===== config.mk =====
export PLATFORM = sky130hd
export DESIGN_NAME = ctrl_decode_pipe
export DESIGN_NICKNAME = d
export VERILOG_FILES = /design/src/rtl/rv_ctrl_pkg.sv /design/src/rtl/ctrl_decode_comb.sv /design/src/rtl/ctrl_decode_pipe.sv
export SDC_FILE = /design/constraint.sdc
export NUM_CORES = 1
export LEC_CHECK = 0
export ABC_AREA = 1
export CELL_PAD_IN_SITES_DETAIL_PLACEMENT = 1
export CELL_PAD_IN_SITES_GLOBAL_PLACEMENT = 1
export CORE_AREA = 5 5 95 97
export CTS_BUF_LIST = sky130_fd_sc_hd__clkbuf_2 sky130_fd_sc_hd__clkbuf_4 sky130_fd_sc_hd__clkbuf_8
export DETAILED_ROUTE_END_ITERATION = 7
export DIE_AREA = 0 0 100 102
export GPL_TIMING_DRIVEN = 0
export PLACE_DENSITY_LB_ADDON = 0.2
export SYNTH_ARGS = -nofsm -noshare
export SYNTH_HDL_FRONTEND = slang
export SYNTH_HIERARCHICAL = 1
export SYNTH_SLANG_ARGS = --single-unit

===== constraint.sdc =====
create_clock -name clk -period 2.6 [get_ports clk]
set_input_delay 0.39 -clock clk [delete_from_list [all_inputs] [get_ports clk]]
set_output_delay 0.39 -clock clk [all_outputs]
set_load 0.02 [all_outputs]

===== src/rtl/rv_ctrl_pkg.sv =====
`default_nettype none
// ============================================================================
//  Module      : rv_ctrl_pkg
//  Description : Shared RV32I(+M) control definitions: opcode constants,
//                immediate/branch/operand-select codes, ALU control codes
//                and the decoded control bundle carried down the pipe.
//  Revision    : 1.0 - initial release
// ============================================================================
package rv_ctrl_pkg;

    localparam int ALU_CTR_W = 5;

    // Major opcodes, instr[6:2]
    localparam logic [4:0] OPC_LOAD   = 5'b00000;
    localparam logic [4:0] OPC_OP_IMM = 5'b00100;
    localparam logic [4:0] OPC_AUIPC  = 5'b00101;
    localparam logic [4:0] OPC_STORE  = 5'b01000;
    localparam logic [4:0] OPC_OP     = 5'b01100;
    localparam logic [4:0] OPC_LUI    = 5'b01101;
    localparam logic [4:0] OPC_BRANCH = 5'b11000;
    localparam logic [4:0] OPC_JALR   = 5'b11001;
    localparam logic [4:0] OPC_JAL    = 5'b11011;

    // Immediate types
    localparam logic [2:0] c_ext_i = 3'b000;
    localparam logic [2:0] c_ext_u = 3'b001;
    localparam logic [2:0] c_ext_s = 3'b010;
    localparam logic [2:0] c_ext_b = 3'b011;
    localparam logic [2:0] c_ext_j = 3'b100;

    // Branch kinds
    localparam logic [2:0] c_br_none = 3'b000;
    localparam logic [2:0] c_br_jal  = 3'b001;
    localparam logic [2:0] c_br_jalr = 3'b010;
    localparam logic [2:0] c_br_beq  = 3'b100;
    localparam logic [2:0] c_br_bne  = 3'b101;
    localparam logic [2:0] c_br_lt   = 3'b110;
    localparam logic [2:0] c_br_ge   = 3'b111;

    // ALU operand selects
    localparam logic       c_src_a_rs1  = 1'b0;
    localparam logic       c_src_a_pc   = 1'b1;
    localparam logic [1:0] c_src_b_rs2  = 2'b00;
    localparam logic [1:0] c_src_b_imm  = 2'b01;
    localparam logic [1:0] c_src_b_four = 2'b10;

    // ALU controls that are not a plain {f7[5], func3}
    localparam logic [ALU_CTR_W-1:0] c_alu_add    = 5'b00000;
    localparam logic [ALU_CTR_W-1:0] c_alu_sub    = 5'b01000;
    localparam logic [ALU_CTR_W-1:0] c_alu_slt    = 5'b00010;
    localparam logic [ALU_CTR_W-1:0] c_alu_sltu   = 5'b01010;
    // 00011 is free because sltu moved to 01010; lui uses it to pass imm through
    localparam logic [ALU_CTR_W-1:0] c_alu_copy_b = 5'b00011;
    localparam logic [1:0]           c_md_prefix  = 2'b10;

    // func7 values on OP / shift-immediate
    localparam logic [6:0] c_f7_base   = 7'b0000000;
    localparam logic [6:0] c_f7_alt    = 7'b0100000;
    localparam logic [6:0] c_f7_muldiv = 7'b0000001;

    typedef struct packed {
        logic [2:0]           ext_op;
        logic                 reg_w;
        logic                 alu_src_a;
        logic [1:0]           alu_src_b;
        logic [ALU_CTR_W-1:0] alu_ctr;
        logic [2:0]           branch;
        logic                 mem_to_reg;
        logic                 mem_w;
        logic [2:0]           mem_op;
        logic                 is_md;
        logic                 illegal;
    } ctrl_t;

    // Bundle presented for an unsupported encoding: nothing but the flag.
    function automatic ctrl_t ctrl_illegal();
        ctrl_t c;
        c         = '0;
        c.illegal = 1'b1;
        return c;
    endfunction

endpackage
`default_nettype wire


===== src/rtl/ctrl_decode_comb.sv =====
`default_nettype none
// ============================================================================
//  Module      : ctrl_decode_comb
//  Description : Purely combinational RV32I(+M) control decoder.
//                instr -> control bundle, including illegal and is_md flags.
//  Ports       : instr [31:0] in  - instruction word
//                ctrl  ctrl_t out - decoded controls
//  Parameters  : EN_M - non-zero enables decoding of the M extension
//  Revision    : 1.0 - initial release
// ============================================================================
module ctrl_decode_comb
    import rv_ctrl_pkg::*;
#(
    parameter int unsigned EN_M = 1
) (
    input  logic [31:0] instr,
    output ctrl_t       ctrl
);

    logic [4:0] w_opc;
    logic [2:0] w_f3;
    logic [6:0] w_f7;
    logic       w_bad;
    ctrl_t      w_dec;
    logic       w_unused;

    assign w_opc = instr[6:2];
    assign w_f3  = instr[14:12];
    assign w_f7  = instr[31:25];

    // Register and immediate fields are not needed for control generation.
    assign w_unused = ^{instr[24:15], instr[11:7]};

    always_comb begin
        w_bad = 1'b0;
        w_dec = '0;
        if (instr[1:0] != 2'b11) begin
            w_bad = 1'b1;
        end else begin
            case (w_opc)
                OPC_LUI: begin
                    w_dec.ext_op    = c_ext_u;
                    w_dec.reg_w     = 1'b1;
                    w_dec.alu_src_b = c_src_b_imm;
                    w_dec.alu_ctr   = c_alu_copy_b;
                end
                OPC_AUIPC: begin
                    w_dec.ext_op    = c_ext_u;
                    w_dec.reg_w     = 1'b1;
                    w_dec.alu_src_a = c_src_a_pc;
                    w_dec.alu_src_b = c_src_b_imm;
                    w_dec.alu_ctr   = c_alu_add;
                end
                OPC_OP_IMM: begin
                    w_dec.ext_op    = c_ext_i;
                    w_dec.reg_w     = 1'b1;
                    w_dec.alu_src_b = c_src_b_imm;
                    w_dec.alu_ctr   = {2'b00, w_f3};
                    if (w_f3 == 3'b011) begin
                        w_dec.alu_ctr = c_alu_sltu;
                    end else if (w_f3 == 3'b101) begin
                        // srli/srai: f7[5] picks arithmetic shift
                        w_dec.alu_ctr[3] = w_f7[5];
                        w_bad = (w_f7 != c_f7_base) && (w_f7 != c_f7_alt);
                    end else if (w_f3 == 3'b001) begin
                        w_bad = (w_f7 != c_f7_base);
                    end
                end
                OPC_OP: begin
                    w_dec.reg_w     = 1'b1;
                    w_dec.alu_src_b = c_src_b_rs2;
                    if ((EN_M != 0) && (w_f7 == c_f7_muldiv)) begin
                        w_dec.is_md   = 1'b1;
                        w_dec.alu_ctr = {c_md_prefix, w_f3};
                    end else if ((w_f7 == c_f7_base) || (w_f7 == c_f7_alt)) begin
                        w_dec.alu_ctr = (w_f3 == 3'b011) ? c_alu_sltu
                                                         : {1'b0, w_f7[5], w_f3};
                    end else begin
                        w_bad = 1'b1;
                    end
                end
                OPC_JAL: begin
                    w_dec.ext_op    = c_ext_j;
                    w_dec.reg_w     = 1'b1;
                    w_dec.alu_src_a = c_src_a_pc;
                    w_dec.alu_src_b = c_src_b_four;
                    w_dec.branch    = c_br_jal;
                end
                OPC_JALR: begin
                    w_dec.ext_op    = c_ext_i;
                    w_dec.reg_w     = 1'b1;
                    w_dec.alu_src_a = c_src_a_pc;
                    w_dec.alu_src_b = c_src_b_four;
                    w_dec.branch    = c_br_jalr;
                end
                OPC_BRANCH: begin
                    w_dec.ext_op    = c_ext_b;
                    w_dec.alu_src_b = c_src_b_rs2;
                    case (w_f3)
                        3'b000:  begin w_dec.branch = c_br_beq; w_dec.alu_ctr = c_alu_sub;  end
                        3'b001:  begin w_dec.branch = c_br_bne; w_dec.alu_ctr = c_alu_sub;  end
                        3'b100:  begin w_dec.branch = c_br_lt;  w_dec.alu_ctr = c_alu_slt;  end
                        3'b101:  begin w_dec.branch = c_br_ge;  w_dec.alu_ctr = c_alu_slt;  end
                        3'b110:  begin w_dec.branch = c_br_lt;  w_dec.alu_ctr = c_alu_sltu; end
                        3'b111:  begin w_dec.branch = c_br_ge;  w_dec.alu_ctr = c_alu_sltu; end
                        default: w_bad = 1'b1;
                    endcase
                end
                OPC_LOAD: begin
                    w_dec.ext_op     = c_ext_i;
                    w_dec.reg_w      = 1'b1;
                    w_dec.alu_src_b  = c_src_b_imm;
                    w_dec.alu_ctr    = c_alu_add;
                    w_dec.mem_to_reg = 1'b1;
                    w_dec.mem_op     = w_f3;
                    w_bad = (w_f3 == 3'b011) || (w_f3[2:1] == 2'b11);
                end
                OPC_STORE: begin
                    w_dec.ext_op    = c_ext_s;
                    w_dec.alu_src_b = c_src_b_imm;
                    w_dec.alu_ctr   = c_alu_add;
                    w_dec.mem_w     = 1'b1;
                    w_dec.mem_op    = w_f3;
                    w_bad = w_f3[2] || (w_f3 == 3'b011);
                end
                default: w_bad = 1'b1;
            endcase
        end

        ctrl = w_dec;
        if (w_bad) begin
            ctrl = ctrl_illegal();
        end
    end

endmodule
`default_nettype wire


===== src/rtl/ctrl_decode_pipe.sv =====
`default_nettype none
// ============================================================================
//  Module      : ctrl_decode_pipe
//  Description : Registered RV32I(+M) control decoder between fetch and
//                execute. Two-entry skid buffer (main + skid) with
//                valid/ready on both sides, flush, and issue hold-off while
//                the non-pipelined mul/div unit is busy.
//  Ports       : clk, rst (async, active-high), flush
//                in_valid / in_ready / instr[31:0]      - fetch side
//                out_valid / out_ready                  - execute side
//                ext_op, reg_w, alu_src_a, alu_src_b, alu_ctr, branch,
//                mem_to_reg, mem_w, mem_op, is_md, illegal - decoded controls
//                md_busy                                - mul/div occupied
//  Parameters  : EN_M   - decode M extension when non-zero
//                MD_LAT - mul/div busy cycles after an M op issues (1..255)
//  Revision    : 1.0 - initial release
// ============================================================================
module ctrl_decode_pipe
    import rv_ctrl_pkg::*;
#(
    parameter int unsigned EN_M   = 1,
    parameter int unsigned MD_LAT = 32
) (
    input  logic                 clk,
    input  logic                 rst,
    input  logic                 flush,
    input  logic                 in_valid,
    output logic                 in_ready,
    input  logic [31:0]          instr,
    output logic                 out_valid,
    input  logic                 out_ready,
    output logic [2:0]           ext_op,
    output logic                 reg_w,
    output logic                 alu_src_a,
    output logic [1:0]           alu_src_b,
    output logic [ALU_CTR_W-1:0] alu_ctr,
    output logic [2:0]           branch,
    output logic                 mem_to_reg,
    output logic                 mem_w,
    output logic [2:0]           mem_op,
    output logic                 is_md,
    output logic                 illegal,
    output logic                 md_busy
);

    localparam logic [7:0] c_md_lat = 8'(MD_LAT);

    ctrl_t      w_dec;
    ctrl_t      r_main;
    ctrl_t      r_skid;
    logic       r_main_valid;
    logic       r_skid_valid;
    logic [7:0] r_md_cnt;

    logic       w_accept;
    logic       w_md_busy;
    logic       w_out_valid;
    logic       w_issue;

    ctrl_decode_comb #(
        .EN_M (EN_M)
    ) u_decode (
        .instr (instr),
        .ctrl  (w_dec)
    );

    // in_ready comes straight from a flop: the skid slot is the only
    // thing that can refuse a new instruction.
    assign w_accept    = in_valid & ~r_skid_valid;
    assign w_md_busy   = (r_md_cnt != 8'd0);
    // An M op at the head waits for the mul/div unit; others pass freely.
    assign w_out_valid = r_main_valid & ~(w_md_busy & r_main.is_md);
    assign w_issue     = w_out_valid & out_ready;

    always_ff @(posedge clk or posedge rst) begin
        if (rst) begin
            r_main       <= '0;
            r_skid       <= '0;
            r_main_valid <= 1'b0;
            r_skid_valid <= 1'b0;
        end else if (flush) begin
            // Accept in this cycle is dropped along with both entries.
            r_main       <= '0;
            r_skid       <= '0;
            r_main_valid <= 1'b0;
            r_skid_valid <= 1'b0;
        end else if (!r_main_valid || w_issue) begin
            // Main is free (or freeing): refill from skid first to keep order.
            if (r_skid_valid) begin
                r_main       <= r_skid;
                r_main_valid <= 1'b1;
                r_skid       <= '0;
                r_skid_valid <= 1'b0;
            end else if (w_accept) begin
                r_main       <= w_dec;
                r_main_valid <= 1'b1;
            end else begin
                r_main       <= '0;
                r_main_valid <= 1'b0;
            end
        end else if (w_accept) begin
            // Main is held; park the newcomer in the skid slot.
            r_skid       <= w_dec;
            r_skid_valid <= 1'b1;
        end
    end

    // Occupancy counter is independent of flush: an issued M op keeps the
    // unit busy even if the rest of the pipe is redirected.
    always_ff @(posedge clk or posedge rst) begin
        if (rst) begin
            r_md_cnt <= 8'd0;
        end else if (w_issue && r_main.is_md) begin
            r_md_cnt <= c_md_lat;
        end else if (r_md_cnt != 8'd0) begin
            r_md_cnt <= r_md_cnt - 8'd1;
        end
    end

    assign in_ready   = ~r_skid_valid;
    assign out_valid  = w_out_valid;
    assign md_busy    = w_md_busy;
    assign ext_op     = r_main.ext_op;
    assign reg_w      = r_main.reg_w;
    assign alu_src_a  = r_main.alu_src_a;
    assign alu_src_b  = r_main.alu_src_b;
    assign alu_ctr    = r_main.alu_ctr;
    assign branch     = r_main.branch;
    assign mem_to_reg = r_main.mem_to_reg;
    assign mem_w      = r_main.mem_w;
    assign mem_op     = r_main.mem_op;
    assign is_md      = r_main.is_md;
    assign illegal    = r_main.illegal;

endmodule
`default_nettype wire


# ---- Word-level counts from Yosys, hierarchy flattened
# Index checks and enable logic that the tools add are counted.
dict set report word_totals {
  regBits 54
  input_bits 37
  output_inout_bits 25
}
dict set report classes {
  n_addsub 1
  eq_ne 20
  n_mux 45
  n_bitwise 6
  reduce_logical 24
}
# op count
set ops {}
lappend ops {{2-to-1 mux 22 bit} 9}
lappend ops {{case mux 7 bit (6 select lines)} 1}
lappend ops {{2-to-1 mux 1 bit} 22}
lappend ops {{2-to-1 mux 21 bit} 1}
lappend ops {{case mux 5 bit (4 select lines)} 1}
lappend ops {{2-to-1 mux 8 bit} 2}
lappend ops {{== test 5 x 4 -> 1 bit (second input constant)} 3}
lappend ops {{== test 5 bit (second input constant)} 3}
lappend ops {{== test 3 bit (second input constant)} 4}
lappend ops {{case mux 3 bit (4 select lines)} 1}
lappend ops {{== test 5 x 3 -> 1 bit (second input constant)} 2}
lappend ops {{2-to-1 mux 5 bit} 2}
lappend ops {{case mux 3 bit (3 select lines)} 1}
lappend ops {{nonzero test 8 bit} 1}
lappend ops {{subtractor 8 x 1 -> 8 bit (second input constant)} 1}
lappend ops {{== test 7 x 1 -> 1 bit (second input constant)} 1}
lappend ops {{== test 7 x 6 -> 1 bit (second input constant)} 1}
lappend ops {{zero test 7 bit} 1}
lappend ops {{!= test 7 x 6 -> 1 bit (second input constant)} 1}
lappend ops {{nonzero test 7 bit} 1}
lappend ops {{OR reduction 7 bit} 1}
lappend ops {{2-to-1 mux 3 bit} 2}
lappend ops {{case mux 1 bit (6 select lines)} 1}
lappend ops {{OR reduction 2 bit} 3}
lappend ops {{21 further kinds} 30}

# ---- Longest topological paths before layout
# Gate-level depths: netlist of the first run.
dict set report logic_depth {
  ltp_word 11
  depth_mapped 13
  depth_no_buf 13
}

# ---- Hierarchy
# The synthesis of the first run kept the hierarchy.
# module instances cells_per_inst area_per_inst_um2
set modules_own_cells {}
lappend modules_own_cells {ctrl_decode_pipe 1 295 2763.9}
lappend modules_own_cells {ctrl_decode_comb 1 124 596.8}

# ---- Worst setup path before layout of the first run
# Ideal clock, no wire load.
dict set report synth_timing {
  path_type {input -> register}
  startpoint {in instr[28]}
  endpoint {reg r_main, in the netlist illegal}
  t_arrival_ps 1602
  required_ps 2483
  slack_ps 881
  path_stages 10
  path_buffers 1
  path_cell_list {nor2_1 -> nand2_1 -> nor2_1 -> nor2_1 -> nor2_4 -> nand2_4 -> buf_4 -> a22o_1 -> nand3_1 -> nand2_1}
}
# element line
set synth_lines {}
lappend synth_lines {{start: declaration} ctrl_decode_pipe.sv:29} ;# input logic [31:0] instr,
lappend synth_lines {{end signal: assignment} ctrl_decode_pipe.sv:90} ;# r_main <= r_skid;
lappend synth_lines {{end signal: assignment} ctrl_decode_pipe.sv:95} ;# r_main <= w_dec;
lappend synth_lines {{end: declaration} ctrl_decode_pipe.sv:49} ;# ctrl_t r_main;

# ---- Final worst setup path of the first run
dict set report layout_timing {
  startpoint {reg r_md_cnt[0]}
  endpoint {out out_valid}
}
dict set report layout_via {
  elab_chain_cells 4
}
# element line
set layout_lines {}
lappend layout_lines {{start: declaration} ctrl_decode_pipe.sv:53} ;# logic [7:0] r_md_cnt;
lappend layout_lines {{start signal: assignment} ctrl_decode_pipe.sv:114} ;# r_md_cnt <= c_md_lat;
lappend layout_lines {{start signal: assignment} ctrl_decode_pipe.sv:116} ;# r_md_cnt <= r_md_cnt - 8'd1;
lappend layout_lines {{nonzero test 8 bit} ctrl_decode_pipe.sv:70} ;# assign w_md_busy = (r_md_cnt != 8'd0);
lappend layout_lines {{AND 1 bit} ctrl_decode_pipe.sv:72} ;# assign w_out_valid = r_main_valid & ~(w_md_busy & r_main.is_md);
lappend layout_lines {{NOT 1 bit} ctrl_decode_pipe.sv:72}
lappend layout_lines {{AND 1 bit} ctrl_decode_pipe.sv:72}
lappend layout_lines {{end: declaration} ctrl_decode_pipe.sv:30} ;# output logic out_valid,
# Every way passes these cells.

==> impl_results.md, run 1 <==
* Critical Path Start Type: register
* RR Startpoint: r_md_cnt[0]$_DFFE_PP0P_
* Critical path cell sequence: inv_1 -> ha_1 -> nand2_2 -> nor2_8 -> nor2_2 -> nor2_1 -> clkdlybuf4s50_1
* First-pass GRT wire length at 15,600 um
* RSZ-0062 raised after global routing: false
* Initial Utilization at 41.7%
* Critical path class: register to output port
* Post-CTS Setup Bufs at 0
* Max Slew Vio Count at 0
* Cells after Synth at 419
* Required @ worst endpoint at 2.21 ns
* Vias per inst at 5.22
* Clk slew on worst S/H paths at 0.10 ns
* Headroom to the max-slew limit at 31.3%
* Setup crit start: r_md_cnt[0]$_DFFE_PP0P_
* Status: completed
* Critical Path End Type: output port
* Mapped Nets at 458
* Clock Tree Root: clkbuf_8
* Max clock buf depth at 2
* #FFs+latches synth at 54
* I/O pin total at 62
* Row cnt at 33
* Port bufs at 45
* MaxCap Viol Count at 0
* Final-report hold violation count at 0
* Layout fillers at 1,001
* Cts hold-fix bufs at 0
* Most frequent cells in the layout: 105 x nand2_1, 54 x dfrtp_1, 45 x nor2_1, 45 x clkdlybuf4s50_1, 35 x nand3_1
* Cell area after synthesis at 0.00336 mm^2
* Remaining antenna violation count after routing at 0
* Grt peak-use layer: met2
* CP max stage delay at 0.61 ns
* # diodes at 0
* RePlAce Congestion at 0.899
* Die width at 100 um
* Overall routing resource usage at 18.9%
* Num CTS Buffers at 5
* Drt first-iter violations at 79
* Number of flip-flops in the largest register at 22
* Number of remaining DRC errors at 0
* Cell leakage power at 0.00199 uW
* Largest net degree at the start of global routing at 35
* Minimum clock period at 2.42 ns
* Post-Route WL at 9000 um
* Maximum clock frequency at 413 MHz
* CORE AREA at 0.00805 mm^2
* Netlist cell types at 34
* Worst setup margin at 0.176 ns
* CP delay by family, top: buffers and inverters
* Setup tns final at 0 ns
* GRT overflow at 0
* Initial antenna violation count at 0
* CTS tree: done
* Register Area at 0.00135 mm^2
* Pre-antenna DRT Iters at 4
* Die height at 102 um
* Power density cells at 480 mW/mm^2
* Biggest register: r_skid
* Synth warnings at 6
* Clock insertion delay at the later pin of the skew report at 0.31 ns
* Max FO, Critical Path at 9
* Crit path buf inv count at 2
* Most common cell after layout, fill and taps aside: nand2_1
* WL/cell at 15.6 um
* Area of the multi-input gates at 0.00172 mm^2
* CTS resizes at 0
* Full die area at 0.0102 mm^2
* GR Util met2 at 33.4%
* Htree depth at 2
* Peak VDD IR at 0.220 mV
* Nets at 511
* DP Wirelength at 7090 um
* CP arrival at 2.03 ns
* Grt met1 use at 24.9%
* Synthesized area per cell at 8.02 um^2
* Area Overhead vs Synth at 20.7%
* Sequential-to-total area share from yosys stat at 40.2%
* Share of post-route cells with drive strength above 1 at 16.3%
* Worst slack, placed at -0.0549 ns
* Clock Sink Count at 54
* Hold Path Class: primary input to asynchronous set/reset pin
* Actual slew at the worst max-slew pin at 1.00 ns
* DR vias at 3,020
* Final worst path period share at 93.2%
* Critical-path top delay cell: clkdlybuf4s50_1
* Number of global-route vias before repair at 3,195
* Final setup vio count at 0
* Grt met3 use at 2.05%
* Clock skew at 0.00638 ns
==> worst paths after layout <==
check                      cells past startpoint                 endpoint  slack, ns
max reg2reg                                   10   r_skid[16]$_DFFE_PP0P_       0.80
min reg2reg                                    1  r_md_cnt[7]$_DFFE_PP0P_       0.48
min in group clk                               4    r_skid[6]$_DFFE_PP0P_       0.47
max in group asynchronous                      3   r_skid[11]$_DFFE_PP0P_       1.62
min                                            2   mem_to_reg$_DFFE_PP0P_       0.42
max                                            7                out_valid       0.18
==> report_power, final <==
part | internal (uW) | switching, uW
clock | 215 | 284
sequential | 907 | 74.8
combinational | 174 | 293
==> synthesized netlist by cell type <==
cell	n	area (um^2)
nand3_2	23	230
buf_6	4	45.0
xnor2_1	1	8.76
nand2_4	3	33.8
o31ai_1	1	7.51
ha_1	2	25.0
nand2_2	2	12.5
nand2_1	105	394
buf_4	4	30.0
o21ai_0	5	25.0
nor3_2	1	10.0
dfrtp_1	54	1350
o211ai_1	1	7.51
a21oi_1	7	35.0
nor2_4	4	45.0
inv_1	31	116
nor3_1	3	15.0
o22ai_1	1	6.26
nor2_1	45	169
nand4_4	1	21.3
clkbuf_1	7	26.3
nand3_1	35	175
o21ai_2	1	8.76
inv_2	6	22.5
o21ai_4	1	16.3
o21ai_1	1	5.00
a21oi_4	1	16.3
a22o_1	22	193
nor2_2	6	37.5
nor2_8	1	20.0
xor2_1	4	35.0
a2111oi_0	1	8.76
nand4_1	26	163
buf_2	9	45.0
==> layout make-up <==
cell class | count | area share, %
buffer | 24 | 3.61
clock buffer | 6 | 2.04
clock inverter | 2 | 0.308
inverter | 37 | 3.42
multi-input combinational | 304 | 42.5
sequential | 54 | 33.3
tap | 105 | 3.24
timing repair buffer | 46 | 11.6
==> cell families (layout without fill, tap and decap cells) <==
| kind of cell | count (synthesis) | count (layout) | synth area share [%] |
|---|---|---|---|
| and+or+nand+nor | 255 | 255 | 39.5 |
| buffers and inverters | 61 | 115 | 8.49 |
| DFF | 54 | 54 | 40.2 |
| AOI/OAI and AO/OA | 42 | 42 | 9.79 |
| xor gates and xnor gates | 5 | 5 | 1.30 |
| adders and majority gates | 2 | 2 | 0.744 |
==> metal layers <==
| metal | vias up | share of wire (%) |
|---|---|---|
| met2 | 44 | 49 |
| li1 | 1504 | - |
| met4 | 0 | 1.4 |
| met1 | 1465 | 47 |
| met3 | 7 | 2.5 |
| met5 | - | 0 |
==> through the flow <==
| stage | area (um^2) | util (%) | instances | total power, uW | hold WS, ns |
|---|---|---|---|---|---|
| CTS | 4060 | 50.4 | 578 | 1970 | 0.431 |
| finish | 4060 | 50.4 | 578 | 1950 | 0.417 |
| floorplan | 3360 | - | 419 | 1330 | 0.446 |
| global placement | 3940 | 49.0 | 569 | 1450 | 0.455 |
| detailed placement | 3960 | 49.2 | 570 | 1470 | 0.461 |
| global route | 4060 | 50.4 | 578 | 2080 | 0.451 |
Note: power is estimated with default switching activity, not from simulation.
==> run 2, diff against run 1 <==
CAP_MARGIN = 25   (was not set)
CORE_AREA = 5 5 94 96   (was 5 5 95 97)
DIE_AREA = 0 0 99 101   (was 0 0 100 102)
SYNTH_HIERARCHICAL = not set   (was 1)
==> run 2 against run 1 <==
Compared with the run above: register-to-register slack lost 0.39 ns; flip-flop and latch count stayed put; critical path depth shrank 1; wire length down 3.8%; cell area decreased by 5.1%; cell count rose by 2.4%; sequential power decreased by 1%; clock power down 0.8%; fmax grew 1.4%.
==> impl_results.md, run 2 <==
* Top-count cell post-synth: nand2_1
* Share of post-route cells with drive strength above 1 at 9.86%
* Combinational family with the most area after synthesis: simple AND/OR/NAND/NOR gates
* Cells after Synth at 432
* Area leader, netlist: dfrtp_1
* CP arrival at 2.00 ns
* Final setup vio count at 0
* Row cnt at 33
* Worst slack, placed at 0.153 ns
* Clock Tree Root: clkbuf_8
* Mapped Nets at 474
* Total Power Consumption at 1900 uW
* Drt first-iter violations at 116
* Number of remaining DRC errors at 0
* Minimum clock period at 2.39 ns
* Headroom to the max-slew limit at 56.5%
* Final-report hold violation count at 0
* Most common cell after layout, fill and taps aside: nand2_1
* Top post-synthesis cells by area: dfrtp_1 43%, nand2_1 17%, nand3_1 9.4%, inv_1 5.4%, nor2_1 4.2%
* RSZ-0062 raised after global routing: false
* Die width at 99 um
* Nets at 528
* Worst setup margin at 0.209 ns
* Asr flop ratio synth at 100%
* Remaining antenna violation count after routing at 0
* Synth Flop Type: dfrtp_1
* Area Overhead vs Synth at 22.5%
* Top cell type's share of synthesized area at 43.0%
* Peak VDD IR at 0.228 mV
* Simple-gate portion of the synthesized area at 38.5%
* Final worst path period share at 92.0%
* Critical Path Start Type: register
* I/O pin total at 62
* Max clock buf depth at 2
* Overall routing resource usage at 18.5%
* Maximum clock frequency at 418 MHz
* # diodes at 0
* Worst r2r path cells at 10
* Port bufs at 46
* CORE AREA at 0.00797 mm^2
* Power density cells at 495 mW/mm^2
* Number of flip-flops in the largest register at 22
* Synth Area in Adders at 1.99%
* Largest net degree at the start of global routing at 36
* RePlAce Congestion at 0.881
* First-pass GRT wire length at 15,200 um
* Number of global-route vias before repair at 3,164
* Num CTS Buffers at 5
* Vias per inst at 5.06
* Layout fillers at 1,027
* WL/cell at 14.6 um
* Max FO, Critical Path at 5
* Clock skew at 0.0131 ns
* Post-Route WL at 8660 um
* Full die area at 0.0100 mm^2
* Initial Utilization at 39.4%
* Pre-antenna DRT Iters at 4
* Die height at 101 um
* Synthesized area per cell at 7.27 um^2
* Hold Path Class: primary input to asynchronous set/reset pin
* Setup tns final at 0 ns
* Max Slew Vio Count at 0
* Clk slew on worst S/H paths at 0.10 ns
* Clock Sink Count at 54
* Placed cells at 584
* Number of flops mapped to enable cells by yosys at 0
* Required @ worst endpoint at 2.21 ns
* Fin Hold WS at 0.413 ns
* Critical path class: register to output port
* DP Wirelength at 6840 um
* Actual slew at the worst max-slew pin at 0.649 ns
* Most frequent cells in the layout: 144 x nand2_1, 59 x nand3_1, 54 x dfrtp_1, 45 x clkdlybuf4s50_1, 44 x inv_1
* Status: completed
* Non-Filler Instances at 592
* Cell area after synthesis at 0.00314 mm^2
* MaxCap Viol Count at 0
* Htree depth at 2
* #FFs+latches synth at 54
* Commonest cells in the netlist: 144 x nand2_1, 59 x nand3_1, 54 x dfrtp_1, 45 x inv_1, 35 x nor2_1
* Biggest register: r_skid
* Netlist cell types at 29
* Cell leakage power at 0.00197 uW
* Multiplexer area fraction after synthesis at 0%
* Synth warnings at 0
* Synth Area in XOR/XNOR at 0.837%
* DR vias at 2,997
* Critical Path End Type: output port
* Post-CTS Setup Bufs at 0
* GRT overflow at 0
* Clock insertion delay at the later pin of the skew report at 0.31 ns
* CTS tree: done
* Sequential-to-total area share from yosys stat at 43.0%
* Initial antenna violation count at 0
* Compound-Gate Fraction of Synth Area at 7.37%
-- run 2: cell count changes after synthesis, moves of 5 or more --
cell / delta
o21ai_1: +5
nand4_1: -18
a22o_1: -18
nand3_1: +24
o21ai_0: +7
nor2_1: -10
nand2_1: +39
nand3_2: -12
inv_1: +14
-- run 2: power by group --
group	switching, uW	internal (uW)
logic	285	155
registers	60.2	908
clock network	269	226
-- run 2: worst paths after layout --
check	startpoint	to	slack (ns)
max in group asynchronous	rst	r_md_cnt[6]$_DFFE_PP0P_	1.64
worst min register to register	r_md_cnt[7]$_DFFE_PP0P_	r_md_cnt[7]$_DFFE_PP0P_	0.48
min in group clk	r_md_cnt[7]$_DFFE_PP0P_	r_md_cnt[7]$_DFFE_PP0P_	0.48
worst max register to register	r_md_cnt[0]$_DFFE_PP0P_	r_skid[9]$_DFFE_PP0P_	0.41
worst min-delay path	rst	r_skid[18]$_DFFE_PP0P_	0.41
worst max-delay path	r_md_cnt[0]$_DFFE_PP0P_	md_busy	0.21
-- run 2: kinds of logic (layout without fill, tap and decap cells) --
family | Yosys count | in the layout
flops | 54 | 54
compound gates | 39 | 39
xor+xnor | 3 | 3
buf+inv | 62 | 117
fa+ha+maj | 5 | 5
simple gates | 269 | 269
-- run 2: metrics by stage --
stage               instance area [um^2]  util [%]
global route                        3850      48.3
global placement                    3730      46.8
floorplan                           3140         -
CTS                                 3850      48.3
detailed placement                  3750      47.1
finish                              3850      48.3
-- run 2: repair_timing --
action | in CTS | in global routing
endpoints found under the hold margin | 0 | 0
hold buffers | 0 | 0
setup endpoints to repair | 1 | 0
resized for setup | 2 | 0
-- run 2: area by class of cell --
| cell class | count | area, um^2 | share of cell area (%) |
|---|---|---|---|
| multi-input combinational | 316 | 1530 | 39.8 |
| sequential | 54 | 1350 | 35.1 |
| timing repair buffer | 47 | 479 | 12.5 |
| inverter | 48 | 180 | 4.68 |
| tap | 105 | 131 | 3.41 |
| clock buffer | 7 | 90.1 | 2.34 |
| buffer | 14 | 78.8 | 2.05 |
| clock inverter | 1 | 5.00 | 0.130 |
-- run 2: metal layers --
metal / up-vias / wire [um] / track usage [%]
li1: 1492 / - / -
met1: 1427 / 4090 / 24.3
met2: 63 / 4090 / 31.4
met3: 15 / 299 / 2.70
met4: 0 / 174 / 6.20
met5: - / 0 / 0
-- run 2: critical path, cell delays in order (launching register included) --
cell	delay, ns
dfrtp_1	0.40
inv_1	0.10
ha_1	0.24
nand2_1	0.11
nor2_2	0.22
inv_1	0.08
clkdlybuf4s50_1	0.54
==> run 3, diff against run 2 <==
CORE_AREA = 5 5 80 112   (was 5 5 94 96)
DIE_AREA = 0 0 85 117   (was 0 0 99 101)
==> run 3 against run 2 <==
Compared with the run above: utilization grew 0.34 points; die area shrank 0.54%; worst hold slack lost 0.071 ns; count of clock-buffer cells in the layout is the same.
==> impl_results.md, run 3 (synthesis results as in run 2) <==
* Status: completed
* Worst slack, placed at 0.0570 ns
* Most frequent cells in the layout: 144 x nand2_1, 59 x nand3_1, 54 x dfrtp_1, 45 x clkdlybuf4s50_1, 44 x inv_1
* Largest net degree at the start of global routing at 42
* DP Wirelength at 7130 um
* Num CTS Buffers at 5
* Area Overhead vs Synth at 22.4%
* Clock Tree Root: clkbuf_8
* Number of flip-flops in the largest register at 22
* Non-Filler Instances at 589
* Share of post-route cells with drive strength above 1 at 9.86%
* Pre-antenna DRT Iters at 4
* Setup crit start: r_md_cnt[0]$_DFFE_PP0P_
* Clock skew at 0.0158 ns
* FF-to-FF setup slack at 0.31 ns
* CP arrival at 2.09 ns
* Vias per inst at 5.12
* Clock insertion delay at the later pin of the skew report at 0.32 ns
* RSZ-0062 raised after global routing: false
* Placed cells at 581
* Port bufs at 46
* CORE AREA at 0.00791 mm^2
* Initial Utilization at 39.7%
* Remaining antenna violation count after routing at 0
* Critical Path Start Type: register
* Cell leakage power at 0.00197 uW
* Nets at 528
* Final setup vio count at 0
* WL/cell at 15.6 um
* I/O pin total at 62
* DR vias at 3,015
* GRT overflow at 0
* Htree depth at 2
* Max clock buf depth at 2
* Initial antenna violation count at 0
* Minimum clock period at 2.48 ns
* Most common cell after layout, fill and taps aside: nand2_1
* First-pass GRT wire length at 15,300 um
* Final-report hold violation count at 0
* Clock Sink Count at 54
* Full die area at 0.00995 mm^2
* # diodes at 0
* Critical path class: register to output port
* Overall routing resource usage at 19.4%
* Critical Path End Type: output port
* Number of global-route vias before repair at 3,094
* Die height at 117 um
* Headroom to the max-slew limit at 54.1%
* Required @ worst endpoint at 2.21 ns
* RePlAce Congestion at 0.955
* Max FO, Critical Path at 5
* Power density cells at 502 mW/mm^2
* Layout fillers at 1,063
* Number of remaining DRC errors at 0
* Final worst path period share at 95.4%
* Max Slew Vio Count at 0
* CTS tree: done
* Die width at 85 um
* Maximum clock frequency at 403 MHz
* Drt first-iter violations at 88
* Row cnt at 39
* Biggest register: r_skid
* Worst setup margin at 0.121 ns
* Peak VDD IR at 0.362 mV
* Post-Route WL at 9160 um
* Hold Path Class: primary input to asynchronous set/reset pin
* MaxCap Viol Count at 0
* Clk slew on worst S/H paths at 0.10 ns
* Actual slew at the worst max-slew pin at 0.683 ns
* Cts hold-fix bufs at 0
* RR Startpoint: r_md_cnt[0]$_DFFE_PP0P_
[run 3: cell counts in the layout (fill, tap and decap cells not counted)]
No cell type changed its count.
[run 3: layout make-up]
cell class,count,area [um^2],area share [%]
buffer,14,78.8,2.05
clock buffer,7,90.1,2.34
clock inverter,1,5.00,0.130
inverter,48,180,4.69
multi-input combinational,316,1530,39.9
sequential,54,1350,35.1
tap,102,128,3.32
timing repair buffer,47,479,12.5
[run 3: metal layers]
metal | part of all wire (%) | GRT usage, % | vias to the layer above
met5 | 0 | 0 | -
li1 | - | - | 1498
met1 | 42 | 23.3 | 1448
met2 | 52 | 35.7 | 60
met3 | 3.7 | 2.24 | 9
met4 | 2.1 | 6.76 | 0
[run 3: final timing paths]
check / to / cells past startpoint
max in group asynchronous: alu_ctr[0]$_DFFE_PP0N_ / 3
max reg2reg: r_skid[19]$_DFFE_PP0P_ / 10
max: md_busy / 6
min in group clk: r_md_cnt[7]$_DFFE_PP0P_ / 1
min reg2reg: r_md_cnt[7]$_DFFE_PP0P_ / 1
min: r_skid[3]$_DFFE_PP0P_ / 2
[run 3: timing repair]
item,4_1_cts,5_1_grt
setup buffers,0,0
resized for setup,2,0
setup endpoints to repair,1,0
[run 3: worst max-delay path, cell delays in order (launching register included)]
cell             delay, ns
dfrtp_1               0.41
inv_1                 0.11
ha_1                  0.25
nand2_1               0.12
nor2_2                0.24
inv_1                 0.09
clkdlybuf4s50_1       0.54
[run 3: where the power goes]
group          internal [uW]  switching [uW]
sequential               908            63.1
clock                    226             285
combinational            156             291
total                   1290             640
[run 3: through the flow]
step | hold slack, ns | setup TNS, ns | power, uW | utilization [%] | instance area [um^2]
5_1_grt | 0.375 | 0 | 2040 | 48.6 | 3840
4_1_cts | 0.348 | 0 | 1940 | 48.6 | 3840
3_3_place_gp | 0.455 | -8.18 | 1400 | 47.2 | 3730
3_5_place_dp | 0.460 | 0 | 1430 | 47.4 | 3750
2_1_floorplan | 0.442 | 0 | 1270 | - | 3140
6_report | 0.342 | 0 | 1930 | 48.6 | 3840
